## src/rtl/reg_bank4_pkg.sv

```systemverilog
// Shared constants and types for the four-entry register bank.
// Latency: n/a (declarations only).
// Backpressure: n/a.
package reg_bank4_pkg;

    localparam int NUM_REGS = 4;
    localparam int IDX_W    = 2;

    typedef enum logic [1:0] {
        DUMP_IDLE = 2'd0,
        DUMP_SEND = 2'd1,
        DUMP_DONE = 2'd2
    } dump_state_t;

endpackage

```

## src/rtl/reg_mux4.sv

```systemverilog
// DATA_W-wide 4:1 mux; s1 is the high select bit, s2 the low select bit.
// Latency: combinational.
// Backpressure: none.
module reg_mux4 #(
    parameter int DATA_W = 8
) (
    input  logic [DATA_W-1:0] d0,
    input  logic [DATA_W-1:0] d1,
    input  logic [DATA_W-1:0] d2,
    input  logic [DATA_W-1:0] d3,
    input  logic              s1,
    input  logic              s2,
    output logic [DATA_W-1:0] y
);

    always_comb begin
        case ({s1, s2})
            2'b00:   y = d0;
            2'b01:   y = d1;
            2'b10:   y = d2;
            default: y = d3;
        endcase
    end

endmodule

```

## src/rtl/reg_bank4.sv

```systemverilog
// Four-register bank: one write port, two bypassed read ports, valid mask, and a register dump stream.
// Latency: reads combinational (write bypass same cycle); first dump beat the cycle after dump_start.
// Backpressure: dump beat held stable while dump_ready is low; 4 beats in 4 cycles with dump_ready high.
// Ports: clk/rst_n (sync, active-low); we/waddr/wdata write; ra_*/rb_* read ports;
//        clr clears valid bits; dump_start/dump_* stream; busy while a dump is in progress.
module reg_bank4
    import reg_bank4_pkg::*;
#(
    parameter int DATA_W = 8
) (
    input  logic              clk,
    input  logic              rst_n,
    input  logic              we,
    input  logic [1:0]        waddr,
    input  logic [DATA_W-1:0] wdata,
    input  logic [1:0]        ra_sel,
    input  logic [1:0]        rb_sel,
    output logic [DATA_W-1:0] ra_data,
    output logic [DATA_W-1:0] rb_data,
    output logic              ra_valid,
    output logic              rb_valid,
    input  logic              clr,
    input  logic              dump_start,
    output logic [DATA_W-1:0] dump_data,
    output logic [1:0]        dump_idx,
    output logic              dump_valid,
    input  logic              dump_ready,
    output logic              busy
);

    logic [DATA_W-1:0]   regs [NUM_REGS];
    logic [NUM_REGS-1:0] valid_q;
    dump_state_t         state_q, state_d;
    logic [IDX_W-1:0]    idx_q, idx_d;

    logic [DATA_W-1:0]   mux_a, mux_b, mux_d;
    logic                hit_a, hit_b, in_send;

    // Storage and valid mask. When clr and we coincide, the later
    // assignment leaves only the freshly written bit set.
    always_ff @(posedge clk) begin
        if (!rst_n) begin
            for (int i = 0; i < NUM_REGS; i++) begin
                regs[i] <= '0;
            end
            valid_q <= '0;
        end else begin
            if (we) begin
                regs[waddr] <= wdata;
            end
            if (clr) begin
                valid_q <= '0;
            end
            if (we) begin
                valid_q[waddr] <= 1'b1;
            end
        end
    end

    reg_mux4 #(.DATA_W(DATA_W)) u_mux_a (
        .d0(regs[0]), .d1(regs[1]), .d2(regs[2]), .d3(regs[3]),
        .s1(ra_sel[1]), .s2(ra_sel[0]), .y(mux_a)
    );

    reg_mux4 #(.DATA_W(DATA_W)) u_mux_b (
        .d0(regs[0]), .d1(regs[1]), .d2(regs[2]), .d3(regs[3]),
        .s1(rb_sel[1]), .s2(rb_sel[0]), .y(mux_b)
    );

    // The dump path reads storage directly (no bypass): a write to the
    // presented register shows up on dump_data from the following cycle.
    reg_mux4 #(.DATA_W(DATA_W)) u_mux_d (
        .d0(regs[0]), .d1(regs[1]), .d2(regs[2]), .d3(regs[3]),
        .s1(idx_q[1]), .s2(idx_q[0]), .y(mux_d)
    );

    // Write-to-read bypass: a same-cycle write wins over stored data and valid.
    assign hit_a    = we && (ra_sel == waddr);
    assign hit_b    = we && (rb_sel == waddr);
    assign ra_data  = hit_a ? wdata : mux_a;
    assign rb_data  = hit_b ? wdata : mux_b;
    assign ra_valid = hit_a | valid_q[ra_sel];
    assign rb_valid = hit_b | valid_q[rb_sel];

    // Dump FSM state register.
    always_ff @(posedge clk) begin
        if (!rst_n) begin
            state_q <= DUMP_IDLE;
            idx_q   <= '0;
        end else begin
            state_q <= state_d;
            idx_q   <= idx_d;
        end
    end

    // Dump FSM next state. idx never wraps back into SEND: the beat at the
    // last index always exits to DONE.
    always_comb begin
        state_d = state_q;
        idx_d   = idx_q;
        case (state_q)
            DUMP_IDLE: begin
                if (dump_start) begin
                    state_d = DUMP_SEND;
                    idx_d   = '0;
                end
            end
            DUMP_SEND: begin
                if (dump_ready) begin
                    if (idx_q == IDX_W'(NUM_REGS - 1)) begin
                        state_d = DUMP_DONE;
                        idx_d   = '0;
                    end else begin
                        idx_d = idx_q + IDX_W'(1);
                    end
                end
            end
            DUMP_DONE: begin
                state_d = DUMP_IDLE;
            end
            default: begin
                state_d = DUMP_IDLE;
                idx_d   = '0;
            end
        endcase
    end

    // Stream outputs are forced quiet while reset is held, so an abort
    // mid-dump cannot emit another beat.
    assign in_send    = rst_n && (state_q == DUMP_SEND);
    assign dump_valid = in_send;
    assign dump_data  = in_send ? mux_d : '0;
    assign dump_idx   = in_send ? idx_q : '0;
    assign busy       = rst_n && (state_q != DUMP_IDLE);

endmodule

```

## config.mk

```make
export PLATFORM = sky130hd
export DESIGN_NAME = reg_bank4
export DESIGN_NICKNAME = d
export VERILOG_FILES = /design/src/rtl/reg_bank4_pkg.sv /design/src/rtl/reg_mux4.sv /design/src/rtl/reg_bank4.sv
export SDC_FILE = /design/constraint.sdc
export NUM_CORES = 1
export LEC_CHECK = 0
export BUFFER_PORTS_ARGS = -buffer_cell sky130_fd_sc_hd__buf_4
export CORE_UTILIZATION = 50
export DETAILED_ROUTE_END_ITERATION = 16
export PLACE_DENSITY = 0.83
export SYNTH_ARGS = -nofsm -noshare
export SYNTH_HDL_FRONTEND = slang
export SYNTH_SLANG_ARGS = --single-unit
```

## constraint.sdc

```tcl
create_clock -name clk -period 1.5 [get_ports clk]
set_input_delay 0 -clock clk [delete_from_list [all_inputs] [get_ports clk]]
set_output_delay 0 -clock clk [all_outputs]
set_load 0.005 [all_outputs]
```

; ---- Yosys cells after proc, flatten, opt, wreduce, memory -nomap -nowiden
; Memory sizes are Yosys's and may differ from the RTL's.
; Index checks and enable logic that the tools add are counted.
[word_totals]
register_bits = 8
mem_bits_rw = 32
n_memories = 1
output_inout_bits = 30
inputBits = 20
word_cells = 71
[classes]
n_bitwise = 4
n_lt_le_gt_ge = 4
eq_ne = 14
n_mux = 31
n_reduce_logical = 13
n_addsub = 1
[memory_table]
columns = memory, words, word_bits, rd, rd_ports_with_merged_regs, write_ports, line_no
row1 = regs, 4, 8, 4, 0, 4, reg_bank4.sv:31  ; logic [DATA_W-1:0] regs [NUM_REGS];
[op_table]
columns = operator, n
row1 = $pmux 8 s3, 3
row2 = $mux 8, 4
row3 = $mux 2, 8
row4 = $mux 4, 3
row5 = $eq 2x2->1 const B, 5
row6 = $lt 2x3->1 const B, 3
row7 = $eq 2x1->1 const B, 4
row8 = $logic_not 2->1, 4
row9 = $mux 1, 8
row10 = $reduce_or 8->1, 1
row11 = $ne 2x2->1 const B, 3
row12 = $pmux 2 s3, 1
row13 = $reduce_and 3->1, 2
row14 = $logic_and 1x1->1, 5
row15 = $bmux 1 s2, 2
row16 = $eq 2x2->1, 2
row17 = $or 4x4->4, 1
row18 = $pmux 2 s2, 1
row19 = $add 2x1->2 const B, 1
row20 = $demux 1 s2, 1
row21 = $ge 2x1->1 const B, 1
row22 = $or 1x1->1, 2
row23 = $reduce_bool 2->1, 1
row24 = $not 1->1, 1

; ---- Logic depth before layout (Yosys ltp)
; Gate-level depths: netlist of run 1.
[depth]
ltp_word = 6
ltp_mapped = 6
ltp_nobuf = 5

; ---- By module
; Synthesis of run 1 repeated with hierarchy kept, for this count alone.
[unflattened]
hier_cells = 182
area_unflattened_um2 = 2720.1
[by_module_without_submodules]
columns = module, cells_each, n_inst, area_per_inst_um2, seq_area_each_um2
row1 = reg_bank4, 152, 1, 2130.8, 1121.1
row2 = reg_mux4, 10, 3, 196.4, 0.0

; ---- Worst setup path after synthesis of run 1
; OpenSTA, ideal clock, no wires.
[synth_path]
path_kind = register to output
start = register idx_q[0]
end = output port dump_data[6]
arrival_ps = 1293
path_stages_with_launch = 7
path_slack_ps = 207
t_required_ps = 1500
path_buffers = 1
cell_sequence = dfxtp_1 inv_1 ha_1 clkbuf_1 a222oi_1 o21a_1 nor2_1
[synth_between]
elab_chain_cells = 3
elab_cells_between_ends = 5
cone_classes = eq/ne: 2 / mux: 2 / reduce/logical: 1
[synth_lines]
columns = element, line_no
row1 = "start, declared", reg_bank4.sv:34  ; logic [IDX_W-1:0] idx_q, idx_d;
row2 = "start signal, assigned", reg_bank4.sv:92  ; idx_q <= idx_d;
row3 = $eq 2x2->1 (tied with other cells), reg_mux4.sv:17  ; case ({s1, s2})
row4 = $pmux 8 s3 (*), reg_mux4.sv:17
row5 = $mux 8 (*), reg_bank4.sv:132  ; assign dump_data = in_send ? mux_d : '0;
row6 = "end, declared", reg_bank4.sv:24  ; output logic [DATA_W-1:0] dump_data,
; Mark *: on every way between the ends. The rest lies on a longest branch, timed or not.

; ---- Worst setup path in the final report of run 1
[layout_path]
start = register idx_q[0]
end = output port dump_data[4]
; Same word-level chain as after synthesis.

==> run_results.csv, run 1 <==
group,metric,value,unit
status,status,"finished with violations",
status,violations,"setup timing",
setup_path,worst-path-stages,6,
yosys,synthTopCellsByArea,"edfxtp_1 (38%), mux4_2 (16%), mux2_2 (7.1%)",
floorplan,io_pins,50,
sta,final_hold_viol_count,0,
hold_path,hold_class,"input port to register",
setup_path,crit_path_cell_trace,"buf_12, ha_4, a222oi_1, o21a_1, nor2_1, buf_4",
yosys,syn_area,2521,um^2
sta,rsz0062_at_grt,"true",
placed_design,dp.cells,314,
setup_path,cp_slowest_cell,"dfxtp_4",
route,drc_errors,0,
route,first_iter_violations,150,
yosys,synth.mux.area_fraction,23.23,%
sta,period_share,113.1,%
yosys,syn_avg_cell_area,12.61,um^2
setup_path,crit_family,"compound AO/OA/AOI/OAI gates",
setup_path,cp-start-kind,"register",
yosys,syn_inst,200,
setup_path,crit_path_max_incr_delay,0.37,ns
sta,setup_viol_count_final,24,
grt,grt_overflow,0,
setup_path,reg2reg_slack,0.19,ns
route,ant_nets,0,
grt,grt_pass1_vias,2010,
power_and_ir_drop,power.density,869.1,nW/um^2
clock_network,cts_tree,"done",
sta,clock_skew,0.0003953,ns
sta,drv_slew,0,
yosys,synth-compound-area-share,8.040,%
setup_path,critical_path_buf_inv_count,2,
floorplan,rows,25,
clock_network,cts_sinks,40,
yosys,synth_fa_ha_area_share,1.985,%
yosys,synth_top_family_by_area,"multiplexers",
floorplan,coreArea,4786,um^2
clock_network,clk_latency,0.30,ns
layout,layout.area.seq,1129,um^2
floorplan,fp.dieArea,5330,um^2
yosys,yosys.area_share.simple,17.27,%
setup_path,arrival,1.70,ns
sta,min_period,1.696,ns
placed_design,detailed_place_hpwl,4.294,mm
yosys,ys_seq_area_share,44.47,%
setup_path,r2r_cells,6,
layout,layout-drive-gt1-share,46.67,%
layout,antenna-diode-count,0,
yosys,synth.distinct_cells,31,
grt,grt_max_degree,20,
floorplan,die_h,73.01,um
clock_network,cts_root_buf,"clkbuf_8",
sta,worst_pin_slew,0.4159,ns
yosys,synth_top_area_share,38.11,%
yosys,synthXorXnorAreaFrac,1.390,%
yosys,ys_seq_elements,40,
power_and_ir_drop,p_leak,1.429,nW
clock_network,clockBufferDepth,2,
setup_path,cp.required,1.50,ns
hold_path,holdPathStages,2,
clock_network,h-tree-depth,2,
grt,grt_use_total,27.20,%
floorplan,initial_core_util,52.68,%
yosys,ys_warn_count,0,
placed_design,place.gp.congestion,0.7893,
floorplan,dieWidth,73.01,um
power_and_ir_drop,total_power,2.949,mW
yosys,syn-num-nets,224,
route,drt_first_pass_iters,6,
power_and_ir_drop,vdd_drop_max,0.0005583,V
setup_path,critPathCaptureType,"output pin",
route,viasPerCell,6.006,
layout,multi_input_area,1409,um^2
grt,grt_pass1_wl,10.25,mm
setup_path,path_class,"register to output pin",
route,vias,2024,
route,wirelength,6.750,mm
layout,fillers,329,
grt,antenna_found_initial,0,
route,wire_per_inst,20.03,um
sta,setup_ws,-0.1961,ns
layout,layout.cells.non_filler,337,
sta,fmaxAchievable,0.5896,GHz
job,drv_cap,0,
layout,area_growth,34.59,%
setup_path,crit_path_max_fanout,8,
clock_network,path_clk_slew,0.08,ns
layout,fin_nets,293,
yosys,yosysTopAreaCell,"edfxtp_1",
sta,relSlewSlack,72.21,%
placed_design,io_buffers,49,
clock_network,cts_buffers,5,
## synth_stat cells, drive strengths merged
cell type / count
edfxtp: 32
and2: 24
mux4: 18
mux2: 16
nand2: 12
nor2: 11
and3: 9
o21a: 9
a222oi: 8
dfxtp: 8
clkbuf: 7
buf: 6
nand3: 6
inv: 5
ha: 4
nand2b: 4
xnor2: 4
a21boi: 3
a21o: 3
nor3b: 3
nand4b: 2
o21ai: 2
nand3b: 1
nor2b: 1
nor3: 1
or3b: 1
## power breakdown
group	total [mW]	internal (mW)	switching, mW
combinational	0.747	0.462	0.284
clock	0.869	0.485	0.384
sequential	1.33	1.27	0.0594
## cell usage in the layout, fill, tap and decap left out, types with 3 or more instances in the layout
cell,Yosys,routed
a21boi_0,3,3
a21o_1,3,3
a222oi_1,8,8
and2_1,24,24
and3_1,9,9
buf_4,2,55
buf_6,2,17
clkbuf_8,0,5
dfxtp_1,8,6
edfxtp_1,32,32
ha_4,0,3
inv_1,5,3
mux2_4,0,16
mux4_2,18,18
nand2_1,12,12
nand2b_1,4,4
nand3_1,4,4
nor2_1,11,11
o21a_1,9,9
xnor2_1,4,4
## kinds of logic (layout without fill, tap and decap cells)
kind of cell               Yosys count  in the layout
muxes                               34             34
and+or+nand+nor                     75             75
buffers and inverters               18             88
adders and majority gates            4              4
xor gates and xnor gates             4              4
AOI/OAI and AO/OA                   25             25
DFF                                 40             40
## sequential cells by signal, indices dropped and copies added, names as in the netlist
name,cells
idx_q,2
state_q,2
valid_q,4
regs,32
## timing repair
| action | CTS | global route |
|---|---|---|
| endpoints found under the hold margin | 2 | 0 |
| endpoints found under the setup margin | 24 | 24 |
| pin swaps | 10 | 12 |
| hold buffers | 2 | 0 |
| gates resized for setup | 45 | 2 |
| setup buffers | 9 | 4 |
## path summary, 6_finish.rpt
path / from / to
max reg2reg: idx_q[0]$_SDFFE_PN0P_ / idx_q[0]$_SDFFE_PN0P_
min reg2reg: valid_q[2]$_SDFF_PN0_ / valid_q[2]$_SDFF_PN0_
min: wdata[3] / regs[0][3]$_SDFFCE_PN0P_
max: idx_q[0]$_SDFFE_PN0P_ / dump_data[4]
## metrics by stage
| stage | util, % | hold slack, ns | TNS, ns | worst slack (ns) | instance area (um^2) |
|---|---|---|---|---|---|
| 2_1_floorplan | - | 0.1286 | 0 | 0.2068 | 2521 |
| 3_3_place_gp | 62.33 | 0.2873 | 0 | 0.02553 | 2983 |
| 3_5_place_dp | 62.33 | 0.2741 | -0.1735 | -0.06661 | 2983 |
| 4_1_cts | 70.17 | 0.01124 | -2.338 | -0.1903 | 3358 |
| 5_1_grt | 70.90 | 0.02018 | -3.520 | -0.2151 | 3393 |
| 6_report | 70.90 | 0.01214 | -2.630 | -0.1961 | 3393 |
## layer usage
layer / vias up / part of all wire (%) / track usage [%] / wire, um
met5: - / 0 / 0 / 0
met4: 0 / 2.1 / 12.64 / 144
met3: 14 / 7.5 / 5.663 / 506
met2: 120 / 51 / 46.81 / 3470
met1: 991 / 39 / 32.63 / 2628
li1: 899 / - / - / -
## final cells by class
type                            instances  area share (%)
Clock inverter                          3           1.106
Tap cell                               67           2.471
Timing Repair Buffer                   75           18.99
Inverter                                5          0.6268
Multi-Input combinational cell        142           41.52
Clock buffer                            5           2.028
Sequential cell                        40           33.26
Power figures use the tool's default switching activity.
==> run 2: changes to the inputs <==
Settings changed: CORE_MARGIN from default to 8, PLACE_DENSITY 0.83 to 0.73.
==> run 2 against run 1 <==
The flow still finishes with violations (setup timing). Sequential share of layout area is 0.28 points higher. Utilization decreased by 3.3 points. Hold slack gained 0.010 ns. Largest power group unchanged. Global-route usage shrank 8.7 points. Cell area decreased by 0.85%. Critical path depth stayed put. Sequential cell count unchanged.
==> run_results.csv, run 2 (same netlist as run 1, synthesis figures left out) <==
group,metric,value,unit
sta,period_share,108.5,%
setup_path,cp-start-kind,"register",
sta,final_hold_viol_count,0,
power_and_ir_drop,netSwitchingFraction,25.69,%
power_and_ir_drop,power.density,821.5,nW/um^2
clock_network,cts_sinks,40,
layout,antenna-diode-count,0,
layout,fin_nets,292,
route,first_iter_violations,194,
power_and_ir_drop,total_power,2.764,mW
power_and_ir_drop,pwr-share-clk,24.9,%
placed_design,detailed_place_hpwl,4.552,mm
setup_path,r2r_start,"idx_q[0]$_SDFFE_PN0P_",
setup_path,path_class,"register to output pin",
sta,relSlewSlack,68.86,%
floorplan,dieWidth,87.01,um
sta,tns,-2.107,ns
sta,clock_skew,0.003569,ns
layout,top_register,"regs",
route,vias,2029,
sta,hold_ws,0.02245,ns
layout,layout-drive-gt1-share,46.47,%
setup_path,reg2reg_slack,0.22,ns
hold_path,hp-start,"wdata[4]",
setup_path,r2r-end,"idx_q[0]$_SDFFE_PN0P_",
route,drt_first_pass_iters,5,
power_and_ir_drop,vdd_drop_max,0.0007439,V
floorplan,coreArea,4977,um^2
sta,drv_slew,0,
placed_design,place.gp.congestion,0.8354,
clock_network,clk_latency,0.30,ns
grt,grt_use_total,18.46,%
grt,grt_max_degree,21,
setup_path,cp.required,1.50,ns
power_and_ir_drop,p_seq_share,48.2,%
route,viasPerCell,5.985,
job,drv_cap,0,
placed_design,io_buffers,49,
setup_path,critPathCaptureType,"output pin",
route,drc_errors,0,
power_and_ir_drop,p_sw,0.7100,mW
sta,min_period,1.627,ns
route,ant_nets,0,
sta,setup_viol_count_final,24,
grt,grt_overflow,0,
status,status,"finished with violations",
grt,grt_pass1_vias,2059,
clock_network,cts_root_buf,"clkbuf_8",
status,violations,"setup timing",
layout,reg.largest.list,"regs (32), valid_q (4)",
clock_network,cts_tree,"done",
sta,fmaxAchievable,0.6145,GHz
setup_path,r2r_cells,6,
route,wire_per_inst,20.26,um
power_and_ir_drop,p_int,2.054,mW
floorplan,initial_core_util,50.65,%
sta,rsz0062_at_grt,"true",
layout,largest_reg_flops,32,
setup_path,critPathCapture,"dump_data[3]",
grt,grt_pass1_wl,10.52,mm
setup_path,arrival,1.63,ns
layout,layout_common_cells,"buf_4 (53), edfxtp_1 (32), and2_1 (24)",
floorplan,io_pins,50,
floorplan,die_h,87.01,um
floorplan,rows,26,
layout,area_growth,33.45,%
setup_path,critPathLaunch,"idx_q[0]$_SDFFE_PN0P_",
grt,antenna_found_initial,0,
sta,worst_pin_slew,0.4659,ns
setup_path,crit_path_max_fanout,8,
route,wirelength,6.867,mm
floorplan,fp.dieArea,7571,um^2
layout,fin_util,67.60,%
hold_path,hold_class,"input port to register",
power_and_ir_drop,comb_power_share,26.9,%
power_and_ir_drop,p_leak,1.407,nW
clock_network,clockBufferDepth,2,
clock_network,h-tree-depth,2,
clock_network,cts_buffers,5,
sta,setup_ws,-0.1273,ns
layout,layout_commonest_cell,"buf_4",
clock_network,path_clk_slew,0.08,ns
==> run 2: worst min-delay path by stage <==
stage                                          end  slack [ns]  cells past startpoint
after floorplan                         ra_data[0]        0.13                      1
after global placement     state_q[1]$_SDFFE_PN0P_        0.27                      2
after detailed placement   state_q[1]$_SDFFE_PN0P_        0.29                      2
after CTS                 regs[0][4]$_SDFFCE_PN0P_        0.02                      2
after global routing      regs[2][3]$_SDFFCE_PN0P_        0.03                      2
final                     regs[0][4]$_SDFFCE_PN0P_        0.02                      2
==> run 2: what timing repair did <==
action | CTS | global route
gates resized for setup | 33 | 17
pin swaps | 11 | 6
hold buffers | 2 | 0
buffers inserted | 3 | 8
endpoints found under the hold margin | 2 | 0
setup endpoints to repair | 24 | 24
==> run 2: layout make-up <==
type,count,area (um^2)
Clock buffer,6,72.57
Clock inverter,2,11.26
Fill cell,383,1613
Inverter,5,23.77
Multi-Input combinational cell,142,1409
Sequential cell,40,1129
Tap cell,70,87.58
Timing Repair Buffer,74,631.9
==> run 2: worst max-delay path: stages (launching register included) <==
cell	delay [ns]
dfxtp_4	0.36
buf_6	0.12
ha_4	0.19
a222oi_1	0.31
o21a_1	0.18
nor2_1	0.04
buf_4	0.13
==> run 2: per-layer routing <==
metal	routed length [um]	track usage (%)	vias up	part of all wire [%]
li1	-	-	901	-
met5	0	0	-	0
met4	103	6.729	0	1.5
met1	2774	22.87	1000	40
met3	623	4.151	14	9.1
met2	3365	30.60	114	49
==> run 2: through the flow <==
step	instance area [um^2]	worst slack, ns	instances
floorplan	2521	0.2068	200
global placement	2994	0.02377	318
detailed placement	2994	0.003279	318
CTS	3244	-0.1231	331
global route	3364	-0.1896	339
finish	3364	-0.1273	339
==> run 2: power groups by stage <==
stage	sequential, mW	clock, mW	combinational [mW]
after floorplan	1.34	0	0.338
after global placement	1.35	0	0.596
after detailed placement	1.36	0	0.602
after CTS	1.33	0.694	0.686
after global routing	1.34	0.737	0.794
final	1.33	0.689	0.742
==> run 3: changes to the inputs <==
Settings changed: CTS_BUF_LIST from default to sky130_fd_sc_hd__clkbuf_4, GPL_TIMING_DRIVEN from default to 0.
==> run 3 against run 2 <==
The run still ends with setup timing left. Register-to-register slack got worse by 0.09 ns. Clock skew increased by 0.0047 ns. Cell count decreased by 0.29%. Cell area increased by 0.30%. Via count unchanged. Hold slack got worse by 0.014 ns. Sequential cell count unchanged. Combinational power decreased by 1%. Largest cell class unchanged. Highest routed layer unchanged.
==> run_results.csv, run 3 (same netlist as run 1, synthesis figures left out) <==
group,metric,value,unit
layout,largest_reg_flops,32,
placed_design,io_buffers,45,
floorplan,rows,26,
layout,stdcell_area,3374,um^2
grt,grt_max_degree,13,
power_and_ir_drop,vdd_drop_max,0.0007208,V
power_and_ir_drop,total_power,2.765,mW
power_and_ir_drop,power.density,819.3,nW/um^2
setup_path,cp_slowest_cell,"dfxtp_4",
job,drv_cap,0,
route,drc_errors,0,
floorplan,io_pins,50,
sta,drv_slew,0,
layout,fin_util,67.80,%
clock_network,cts_tree,"done",
sta,rsz0062_at_grt,"true",
layout,layout_commonest_cell,"buf_4",
setup_path,r2r_cells,6,
route,drt_first_pass_iters,6,
setup_path,critPathLaunch,"idx_q[1]$_SDFFE_PN0P_",
route,viasPerCell,6.003,
route,wire_per_inst,21.13,um
sta,fmaxAchievable,0.5844,GHz
floorplan,fp.dieArea,7571,um^2
setup_path,crit_path_max_fanout,8,
setup_path,critPathCapture,"dump_data[1]",
clock_network,cts_buffers,5,
route,ant_nets,0,
sta,relSlewSlack,52.30,%
setup_path,critPathCaptureType,"output pin",
sta,hold_ws,0.008318,ns
status,violations,"setup timing",
sta,min_period,1.711,ns
layout,reg.largest.list,"regs (32), valid_q (4)",
route,vias,2029,
sta,worst_pin_slew,0.7117,ns
floorplan,die_h,87.01,um
setup_path,crit_path_cell_trace,"inv_4, ha_4, a222oi_1, o21a_1, nor2_2, buf_4",
floorplan,initial_core_util,50.65,%
floorplan,coreArea,4977,um^2
layout,top_register,"regs",
setup_path,crit_path_max_incr_delay,0.41,ns
setup_path,r2r-end,"state_q[0]$_SDFFE_PN0P_",
setup_path,critical_path_buf_inv_count,2,
grt,grt_pass1_wl,10.89,mm
setup_path,r2r_start,"idx_q[0]$_SDFFE_PN0P_",
setup_path,worst-path-stages,6,
setup_path,reg2reg_slack,0.13,ns
clock_network,h-tree-depth,2,
clock_network,clockBufferDepth,2,
layout,antenna-diode-count,0,
grt,grt_use_total,19.46,%
layout,fillers,378,
sta,period_share,114.1,%
placed_design,placed_cell_area,2947,um^2
floorplan,dieWidth,87.01,um
placed_design,detailed_place_hpwl,4.556,mm
clock_network,clk_latency,0.35,ns
clock_network,path_clk_slew,0.12,ns
setup_path,arrival,1.71,ns
grt,grt_overflow,0,
route,wirelength,7.142,mm
layout,layout-drive-gt1-share,43.66,%
setup_path,cp-start-kind,"register",
sta,clock_skew,0.008306,ns
layout,fin_nets,291,
grt,antenna_found_initial,0,
sta,setup_viol_count_final,24,
setup_path,crit_family,"compound AO/OA/AOI/OAI gates",
clock_network,cts_sinks,40,
power_and_ir_drop,p_leak,1.395,nW
grt,grt_pass1_vias,2051,
status,status,"finished with violations",
layout,layout_common_cells,"buf_4 (40), edfxtp_1 (32), and2_1 (24)",
placed_design,place.gp.congestion,0.7486,
sta,tns,-4.070,ns
clock_network,cts_root_buf,"clkbuf_4",
setup_path,cp.required,1.50,ns
sta,final_hold_viol_count,0,
sta,setup_ws,-0.2111,ns
hold_path,hold_class,"input port to register",
setup_path,path_class,"register to output pin",
route,first_iter_violations,163,
layout,area_growth,33.85,%
## run 3: cell count changes in the layout (fill, tap and decap cells not counted), moves of 2 or more
cell / previous run / this run
buf_4: 53 / 40
dfxtp_2: 0 / 2
nor2_2: 0 / 2
clkbuf_8: 5 / 0
clkbuf_4: 0 / 5
nor2_1: 11 / 9
clkbuf_1: 1 / 3
dlygate4sd3_1: 2 / 10
dfxtp_1: 6 / 4
## run 3: report_power, final
| part | switching, mW | leakage [nW] | internal (mW) |
|---|---|---|---|
| clock | 0.357 | 0.0403 | 0.341 |
| combinational | 0.286 | 0.976 | 0.446 |
| sequential | 0.0598 | 0.378 | 1.27 |
## run 3: metal layers
layer / track usage (%) / part of all wire, %
met5: 0 / 0
met3: 5.094 / 8.1
met4: 7.981 / 1.9
met1: 23.51 / 40
met2: 32.06 / 50
## run 3: repair_timing
action,CTS,global route
resized for setup,55,5
pin swaps,9,8
hold endpoints to repair,32,0
endpoints found under the setup margin,35,27
hold buffers,10,0
buffers inserted,5,3
## run 3: cell type report
type / count / area, um^2 / share of cell area [%]
buffer: 10 / 92.59 / 2.744
inverter: 5 / 23.77 / 0.7045
sequential: 40 / 1131 / 33.52
multi-input combinational: 142 / 1406 / 41.68
timing repair buffer: 63 / 558.0 / 16.54
tap: 70 / 87.58 / 2.595
clock inverter: 3 / 37.54 / 1.112
clock buffer: 5 / 37.54 / 1.112
## run 3: worst min path at each step
stage | start | end | slack, ns | cells past startpoint
2_1_floorplan | wdata[0] | ra_data[0] | 0.13 | 1
3_3_place_gp | dump_ready | state_q[1]$_SDFFE_PN0P_ | 0.27 | 2
3_5_place_dp | dump_ready | state_q[1]$_SDFFE_PN0P_ | 0.29 | 2
4_1_cts | waddr[0] | valid_q[3]$_SDFF_PN0_ | 0.006 | 3
5_1_grt | waddr[0] | valid_q[3]$_SDFF_PN0_ | 0.02 | 3
6_report | waddr[0] | valid_q[3]$_SDFF_PN0_ | 0.008 | 3
## run 3: through the flow
step                      instances  worst slack (ns)
final                           338           -0.2111
after global routing            338           -0.3079
after CTS                       335           -0.2097
after detailed placement        315           -0.4897
after global placement          315           -0.4393
after floorplan                 200            0.2068
## run 3: worst register-to-register path, delay by kind of cell (launching register included)
| family | cells | cell delay (ns) |
|---|---|---|
| buffers and inverters | 2 | 0.28 |
| flip-flops | 1 | 0.39 |
| adder cells (fa/ha/maj) | 1 | 0.21 |
| AND/OR/NAND/NOR | 2 | 0.31 |
| AO/OA/AOI/OAI | 1 | 0.10 |
